## config.mk

```make
export PLATFORM = sky130hd
export DESIGN_NAME = muldiv_unit
export DESIGN_NICKNAME = d
export VERILOG_FILES = /design/src/rtl/muldiv_unit_pkg.sv /design/src/rtl/muldiv_unit_div_step.sv /design/src/rtl/muldiv_unit.sv
export SDC_FILE = /design/constraint.sdc
export NUM_CORES = 2
export LEC_CHECK = 0
export ABC_AREA = 1
export BUFFER_PORTS_ARGS = -buffer_cell sky130_fd_sc_hd__buf_2
export CAP_MARGIN = 10
export CORE_MARGIN = 2
export CORE_UTILIZATION = 40
export DETAILED_ROUTE_END_ITERATION = 12
export PLACE_DENSITY = 0.58
export SETUP_SLACK_MARGIN = 0.2
export SYNTH_ARGS = -nofsm -noshare
export SYNTH_HDL_FRONTEND = slang
export SYNTH_SLANG_ARGS = --single-unit
```

## constraint.sdc

```tcl
create_clock -name clk -period 30.4 [get_ports clk]
set_input_delay 4.56 -clock clk [delete_from_list [all_inputs] [get_ports clk]]
set_output_delay 4.56 -clock clk [all_outputs]
set_load 0.03 [all_outputs]
```

## src/rtl/muldiv_unit_pkg.sv

```systemverilog
// Shared types for the iterative RV64M multiply/divide sequencer.
// MULDIV_WORD_EN adds the 32-bit W-form opcodes to mdu_op_t.
package muldiv_unit_pkg;

  localparam int XLEN = 64;
  localparam int CNTW = 6;

  // op[2]: divide family, op[1]: remainder, op[0]: unsigned, op[3]: word form
`ifdef MULDIV_WORD_EN
  typedef enum logic [3:0] {
    MUL   = 4'b0000,
    DIV   = 4'b0100,
    DIVU  = 4'b0101,
    REM   = 4'b0110,
    REMU  = 4'b0111,
    MULW  = 4'b1000,
    DIVW  = 4'b1100,
    DIVUW = 4'b1101,
    REMW  = 4'b1110,
    REMUW = 4'b1111
  } mdu_op_t;
`else
  typedef enum logic [2:0] {
    MUL  = 3'b000,
    DIV  = 3'b100,
    DIVU = 3'b101,
    REM  = 3'b110,
    REMU = 3'b111
  } mdu_op_t;
`endif

  typedef enum logic [1:0] {
    IDLE    = 2'd0,
    COMPUTE = 2'd1,
    DONE    = 2'd2
  } mdu_state_t;

  typedef struct packed {
    logic    MduEn;
    mdu_op_t MduOp;
  } mdu_dec_t;

  function automatic logic [XLEN-1:0] sext32(input logic [31:0] v);
    return {{32{v[31]}}, v};
  endfunction

endpackage

```

## src/rtl/muldiv_unit_div_step.sv

```systemverilog
// One restoring-divide step: shift the next dividend bit into the remainder,
// trial-subtract the divisor and keep the difference if it did not borrow.
module mdu_div_step
  import muldiv_unit_pkg::*;
(
  input  logic [XLEN-1:0] i_rem,
  input  logic [XLEN-1:0] i_divisor,
  input  logic            i_bit,
  output logic [XLEN-1:0] o_rem,
  output logic            o_qbit
);

  logic [XLEN:0]   w_trial;
  logic [XLEN-1:0] w_diff;

  assign w_trial = {i_rem, i_bit};
  assign o_qbit  = (w_trial >= {1'b0, i_divisor});
  // When the subtract succeeds the true difference is below the divisor, so 64 bits hold it.
  assign w_diff  = w_trial[XLEN-1:0] - i_divisor;
  assign o_rem   = o_qbit ? w_diff : w_trial[XLEN-1:0];

endmodule

```

## src/rtl/muldiv_unit.sv

```systemverilog
// Iterative shift-add multiply / restoring divide sequencer for RV64M.
// Define MULDIV_WORD_EN to accept the W forms (32 iterations, sign-extended result).
module muldiv_unit
  import muldiv_unit_pkg::*;
(
  input  logic            clk,
  input  logic            reset,
  input  logic            req_valid,
  input  mdu_op_t         op,
  input  logic [XLEN-1:0] a,
  input  logic [XLEN-1:0] b,
  input  logic            flush,
  output logic            exe_wait,
  output logic            done,
  output logic [XLEN-1:0] result
);

  mdu_state_t      r_state, w_state_nxt;
  logic [CNTW-1:0] r_cnt;
  logic [XLEN-1:0] r_acc, r_x, r_y;
  logic [XLEN-1:0] r_final, r_result;
  logic            r_is_mul, r_is_rem, r_word, r_q_neg, r_r_neg;

  logic            w_word, w_mul, w_signed, w_a_neg, w_b_neg;
  logic            w_b_zero, w_ovf, w_special;
  logic [XLEN-1:0] w_a_eff, w_b_eff, w_a_abs, w_b_abs, w_spec_raw, w_spec;
  logic [XLEN-1:0] w_step_rem, w_acc_nxt, w_x_nxt, w_quo, w_rem, w_sel, w_final;
  logic            w_qbit;

`ifdef MULDIV_WORD_EN
  assign w_word = op[3];
`else
  assign w_word = 1'b0;
`endif

  assign w_mul    = ~op[2];
  assign w_signed = op[2] & ~op[0];
  assign w_a_eff  = w_word ? (w_signed ? sext32(a[31:0]) : {32'b0, a[31:0]}) : a;
  assign w_b_eff  = w_word ? (w_signed ? sext32(b[31:0]) : {32'b0, b[31:0]}) : b;
  assign w_a_neg  = w_signed & (w_word ? a[31] : a[XLEN-1]);
  assign w_b_neg  = w_signed & (w_word ? b[31] : b[XLEN-1]);
  assign w_a_abs  = w_a_neg ? -w_a_eff : w_a_eff;
  assign w_b_abs  = w_b_neg ? -w_b_eff : w_b_eff;

  assign w_b_zero  = w_word ? (b[31:0] == 32'd0) : (b == '0);
  assign w_ovf     = w_signed & (w_word ? (a[31:0] == 32'h8000_0000 && b[31:0] == 32'hFFFF_FFFF)
                                        : (a == {1'b1, {(XLEN-1){1'b0}}} && b == '1));
  assign w_special = op[2] & (w_b_zero | w_ovf);
  assign w_spec_raw = w_b_zero ? (op[1] ? a : '1) : (op[1] ? '0 : a);
  assign w_spec     = w_word ? sext32(w_spec_raw[31:0]) : w_spec_raw;

  mdu_div_step u_div_step (
    .i_rem    (r_acc),
    .i_divisor(r_y),
    .i_bit    (r_x[XLEN-1]),
    .o_rem    (w_step_rem),
    .o_qbit   (w_qbit)
  );

  // r_x: multiplier (shifts right) or dividend/quotient (shifts left); r_y: multiplicand or divisor
  assign w_acc_nxt = r_is_mul ? (r_x[0] ? r_acc + r_y : r_acc) : w_step_rem;
  assign w_x_nxt   = r_is_mul ? {1'b0, r_x[XLEN-1:1]} : {r_x[XLEN-2:0], w_qbit};

  assign w_quo   = r_q_neg ? -w_x_nxt : w_x_nxt;
  assign w_rem   = r_r_neg ? -w_acc_nxt : w_acc_nxt;
  assign w_sel   = r_is_mul ? w_acc_nxt : (r_is_rem ? w_rem : w_quo);
  assign w_final = r_word ? sext32(w_sel[31:0]) : w_sel;

  always_ff @(posedge clk or posedge reset) begin
    if (reset) r_state <= IDLE;
    else       r_state <= w_state_nxt;
  end

  always_comb begin
    w_state_nxt = r_state;
    exe_wait    = 1'b0;
    done        = 1'b0;
    case (r_state)
      IDLE: begin
        exe_wait = req_valid;
        if (req_valid) w_state_nxt = w_special ? DONE : COMPUTE;
      end
      COMPUTE: begin
        exe_wait = 1'b1;
        if (r_cnt == '0) w_state_nxt = DONE;
      end
      DONE: begin
        done        = ~flush;
        w_state_nxt = IDLE;
      end
      default: w_state_nxt = IDLE;
    endcase
    if (flush) w_state_nxt = IDLE;
  end

  // The final value is captured on entry to DONE so it is visible during the done cycle.
  assign result = done ? r_final : r_result;

  always_ff @(posedge clk or posedge reset) begin
    if (reset) begin
      r_cnt    <= '0;
      r_acc    <= '0;
      r_x      <= '0;
      r_y      <= '0;
      r_final  <= '0;
      r_result <= '0;
      r_is_mul <= 1'b0;
      r_is_rem <= 1'b0;
      r_word   <= 1'b0;
      r_q_neg  <= 1'b0;
      r_r_neg  <= 1'b0;
    end else if (!flush) begin
      case (r_state)
        IDLE: begin
          if (req_valid) begin
            r_cnt    <= w_word ? CNTW'(31) : CNTW'(63);
            r_acc    <= '0;
            r_x      <= w_mul ? w_b_abs : (w_word ? {w_a_abs[31:0], 32'b0} : w_a_abs);
            r_y      <= w_mul ? w_a_abs : w_b_abs;
            r_is_mul <= w_mul;
            r_is_rem <= op[1];
            r_word   <= w_word;
            r_q_neg  <= w_a_neg ^ w_b_neg;
            r_r_neg  <= w_a_neg;
            if (w_special) r_final <= w_spec;
          end
        end
        COMPUTE: begin
          r_acc <= w_acc_nxt;
          r_x   <= w_x_nxt;
          if (r_is_mul) r_y <= {r_y[XLEN-2:0], 1'b0};
          if (r_cnt == '0) r_final <= w_final;
          else             r_cnt   <= r_cnt - CNTW'(1);
        end
        DONE: r_result <= r_final;
        default: ;
      endcase
    end
  end

endmodule

```

==> reports/results.txt <==
Setup-failing EPs final: 0
Final Critical Period: 10.89 ns
Area after DPL: 41900 µm²
count of non-filler cells in the finished layout: 8409
routed length per placed instance: 27.1 µm
routed via count: 48400
Port Buffer Count: 200
Max-Slew Margin vs Limit: 3.02%
share of post-route cells with drive strength above 1: 7.93%
clock transition at the registers of the reported paths: 0.06 ns
start point of the worst hold path: r_result[1]$_DFFE_PP0P_
Avg Vias per Cell: 5.75
Die Wd: 320 µm
count of hold buffers inserted by post-cts repair: 0
maximum number of pins on one net before global-route repair: 126
Worst R2R Start: r_x[63]$_DFFE_PP0P_
core region area: 99700 µm²
average size of a mapped cell: 5.69 µm²
Synth Area in Adders: 4.29%
drt total wl: 228000 µm
reg-to-reg endpoint: r_final[42]$_DFFE_PP0P_
final-report max-slew violation count: 0
# nets final: 7341
proportion of synthesized area in mux cells: 0%
setup tns final: 0 ns
setup slack of the most critical reg-to-reg path: 23.40 ns
FF+latch count, synth: 332
leakage power: 22.2 nW
fin util: 43.7%
cell at the root of the clock tree: sky130_fd_sc_hd__clkbuf_16
most frequent standard cell in the layout excluding fill and tap cells: sky130_fd_sc_hd__nand2_1
leftover overflow at the end of global routing: 0
EDFF count, synth: 0
category of the worst setup path capture point: output port
number of global-route vias before repair: 44700
number of instances resized during post-cts repair: 0
largest family of logic cells by synthesized area: simple AND/OR/NAND/NOR gates
placement row count: 116
worst-case clock skew: 0.0261 ns
most frequent cells in the layout: sky130_fd_sc_hd__nand2_1, sky130_fd_sc_hd__inv_1, sky130_fd_sc_hd__nor2_1
unrepaired setup endpoints after global routing: false
die outline height: 320 µm
worst-case reg-to-reg path depth: 33
Post CTS Setup Buffer Count: 0
share of flip-flops with an asynchronous set or reset after synthesis: 100%
depth of the CTS H-tree: 2
data required time of the critical path: 25.84 ns
Finished Cell Area: 43600 µm²
Hold Path Stages: 2
Max VDD drop: 0.0496 mV
post-place setup slack: 19.56 ns
crit-path cells: buf_2, nor3_1, buf_4, clkinv_2, buf_4, nand2_1, o21ai_0, buf_2
Largest stage delay, worst path: 0.74 ns
total routing resource utilization after global routing: 43.4%
wire length of the first global-routing pass: 321000 µm
synthesized-area fraction occupied by xor and xnor cells: 3.11%
worst-case clock buffer depth: 3
Max Fanout on Critical Path: 125
startpoint type of the worst setup path: input pin
number of clock buffers inserted by TritonCTS: 46
Hold/Removal Path Class: flip-flop to flip-flop
path type of the worst setup path: input pin to output port
Starting Density: 40.2%
max-cap viol count: 0
Initial DRT Pass Iterations: 9
register area share after synthesis: 20.8%
area fraction in and, or, nand and nor cells after synthesis: 38.1%
Ys Warns: 0
number of endpoints with negative hold slack in the final report: 0
final clock period utilization by the worst path: 35.8%
TritonCTS Sinks: 332
post-detail-place hpwl: 187000 µm
drt drc: 0
peak clock frequency supported by timing: 91.8 MHz
Setup WS post-layout: 19.51 ns
Tightest Pin Transition: 1.45 ns
endpoint of the worst hold-timing path: r_result[1]$_DFFE_PP0P_
number of primary I/O pins: 201
global placer's final weighted congestion: 1.10
cell total after placement: 8317
synth unique cells: 63
CTS tree: done
run status: finished, final reports clean
most frequently used flop master after synthesis: sky130_fd_sc_hd__dfrtp_1
number of standard cells after synthesis: 7038
number of routed nets with antenna violations: 0
Mapped Area: 40000 µm²
worst endpoint data arrival time: 6.33 ns
CP max stage cell: sky130_fd_sc_hd__buf_4
Skew-Pair Late Insertion Delay: 0.64 ns
area fraction in compound gates after synthesis: 19.5%
Layout Area Growth over Synthesis: 8.79%
Mapped Nets: 7309
number of antenna violations at the first check in global routing: 17
die area: 103000 µm²
iteration-0 DRC count of the detailed router: 6156
pwr/cell area: 141 nW/µm²
-- cell families (layout without fill, tap and decap cells) --
kind of cell	count (synthesis)	count (layout)
buf+inv	1463	1528
fa+ha+maj	136	136
xor+xnor	142	142
other cells	0	8
simple gates	3578	3578
compound gates	1387	1387
flops	332	332
-- layer usage --
| metal | vias up | part of all wire (%) | GRT usage [%] |
|---|---|---|---|
| li1 | 22600 | - | - |
| met4 | 8 | 7.8 | 28.2 |
| met3 | 468 | 11 | 11.3 |
| met1 | 22800 | 40 | 56.2 |
| met5 | - | 0.022 | 0 |
| met2 | 2484 | 41 | 63.7 |
-- sequential cells by signal (all words and copies together), names as in the netlist, 2 cells and up --
register  count
r_acc        64
r_final      64
r_result     64
r_x          64
r_y          64
r_cnt         6
r_state       2
-- per-stage QoR --
step | hold slack (ns) | total power (W)
final | 0.478 | 0.00616
after floorplan | 0.449 | 0.00369
after CTS | 0.477 | 0.00595
after global placement | 0.457 | 0.00531
after detailed placement | 0.464 | 0.00531
after global routing | 0.505 | 0.00652
-- Yosys cell counts, types with 6 or more instances --
| cell type | instances | area share (%) |
|---|---|---|
| sky130_fd_sc_hd__a31oi_1 | 53 | 0.83 |
| sky130_fd_sc_hd__o22ai_1 | 70 | 1.1 |
| sky130_fd_sc_hd__nand2_4 | 8 | 0.23 |
| sky130_fd_sc_hd__clkbuf_1 | 179 | 1.7 |
| sky130_fd_sc_hd__nand2_1 | 1964 | 18 |
| sky130_fd_sc_hd__nor4_1 | 40 | 0.63 |
| sky130_fd_sc_hd__nor3_1 | 106 | 1.3 |
| sky130_fd_sc_hd__a21boi_1 | 24 | 0.45 |
| sky130_fd_sc_hd__buf_2 | 40 | 0.50 |
| sky130_fd_sc_hd__nand2_2 | 43 | 0.67 |
| sky130_fd_sc_hd__a211oi_1 | 32 | 0.60 |
| sky130_fd_sc_hd__nor2_2 | 54 | 0.84 |
| sky130_fd_sc_hd__xnor2_1 | 43 | 0.94 |
| sky130_fd_sc_hd__dfrtp_1 | 332 | 21 |
| sky130_fd_sc_hd__and2_1 | 8 | 0.13 |
| sky130_fd_sc_hd__buf_4 | 10 | 0.19 |
| sky130_fd_sc_hd__nor2_1 | 691 | 6.5 |
| sky130_fd_sc_hd__o221a_2 | 15 | 0.42 |
| sky130_fd_sc_hd__buf_1 | 30 | 0.28 |
| sky130_fd_sc_hd__or2_2 | 12 | 0.19 |
| sky130_fd_sc_hd__a21o_1 | 6 | 0.11 |
| sky130_fd_sc_hd__inv_1 | 1165 | 11 |
| sky130_fd_sc_hd__o21bai_1 | 18 | 0.34 |
| sky130_fd_sc_hd__o21ai_1 | 27 | 0.34 |
| sky130_fd_sc_hd__nor2_4 | 19 | 0.53 |
| sky130_fd_sc_hd__xor2_1 | 99 | 2.2 |
| sky130_fd_sc_hd__nand4_1 | 67 | 1.0 |
| sky130_fd_sc_hd__a21oi_1 | 422 | 5.3 |
| sky130_fd_sc_hd__nand3_2 | 15 | 0.38 |
| sky130_fd_sc_hd__inv_2 | 21 | 0.20 |
| sky130_fd_sc_hd__nand3_1 | 517 | 6.5 |
| sky130_fd_sc_hd__o21ai_0 | 584 | 7.3 |
| sky130_fd_sc_hd__o211ai_1 | 78 | 1.5 |
| sky130_fd_sc_hd__buf_6 | 10 | 0.28 |
| sky130_fd_sc_hd__nand3b_1 | 21 | 0.39 |
| sky130_fd_sc_hd__a22oi_1 | 17 | 0.32 |
| sky130_fd_sc_hd__ha_1 | 134 | 4.2 |
-- cell type report --
cell class              instances  area, µm²
clock buffers                  61       1280
fillers                     11300      56200
well taps                    1298       1620
multi-input cells            5243      26000
clock inverters                20        343
diodes                          8       20.0
repair buffers                258       1450
flip-flops and latches        332       8320
inverters                    1189       4480
-- critical path: cells and delay by family --
kind	cells	cell delay, ns
and+or+nand+nor	2	0.18
AOI/OAI and AO/OA	1	0.15
buffers and inverters	5	1.34
-- worst max path at each step --
stage / from / end / slack (ns) / cells past startpoint
floorplan: reset / r_acc[0]$_DFFE_PP0P_ / 16.64 / 1
global placement: flush / result[36] / 18.89 / 6
detailed placement: flush / result[53] / 19.56 / 8
CTS: flush / result[56] / 19.54 / 8
global route: flush / result[53] / 19.34 / 8
finish: flush / result[56] / 19.51 / 8
-- power breakdown --
part | internal, W | switching, W
combinational | 0.00118 | 0.00353
clock | 0.000371 | 0.000242
sequential | 0.000647 | 0.000186
total | 0.00220 | 0.00396
Note: power is estimated with default switching activity, not from simulation.
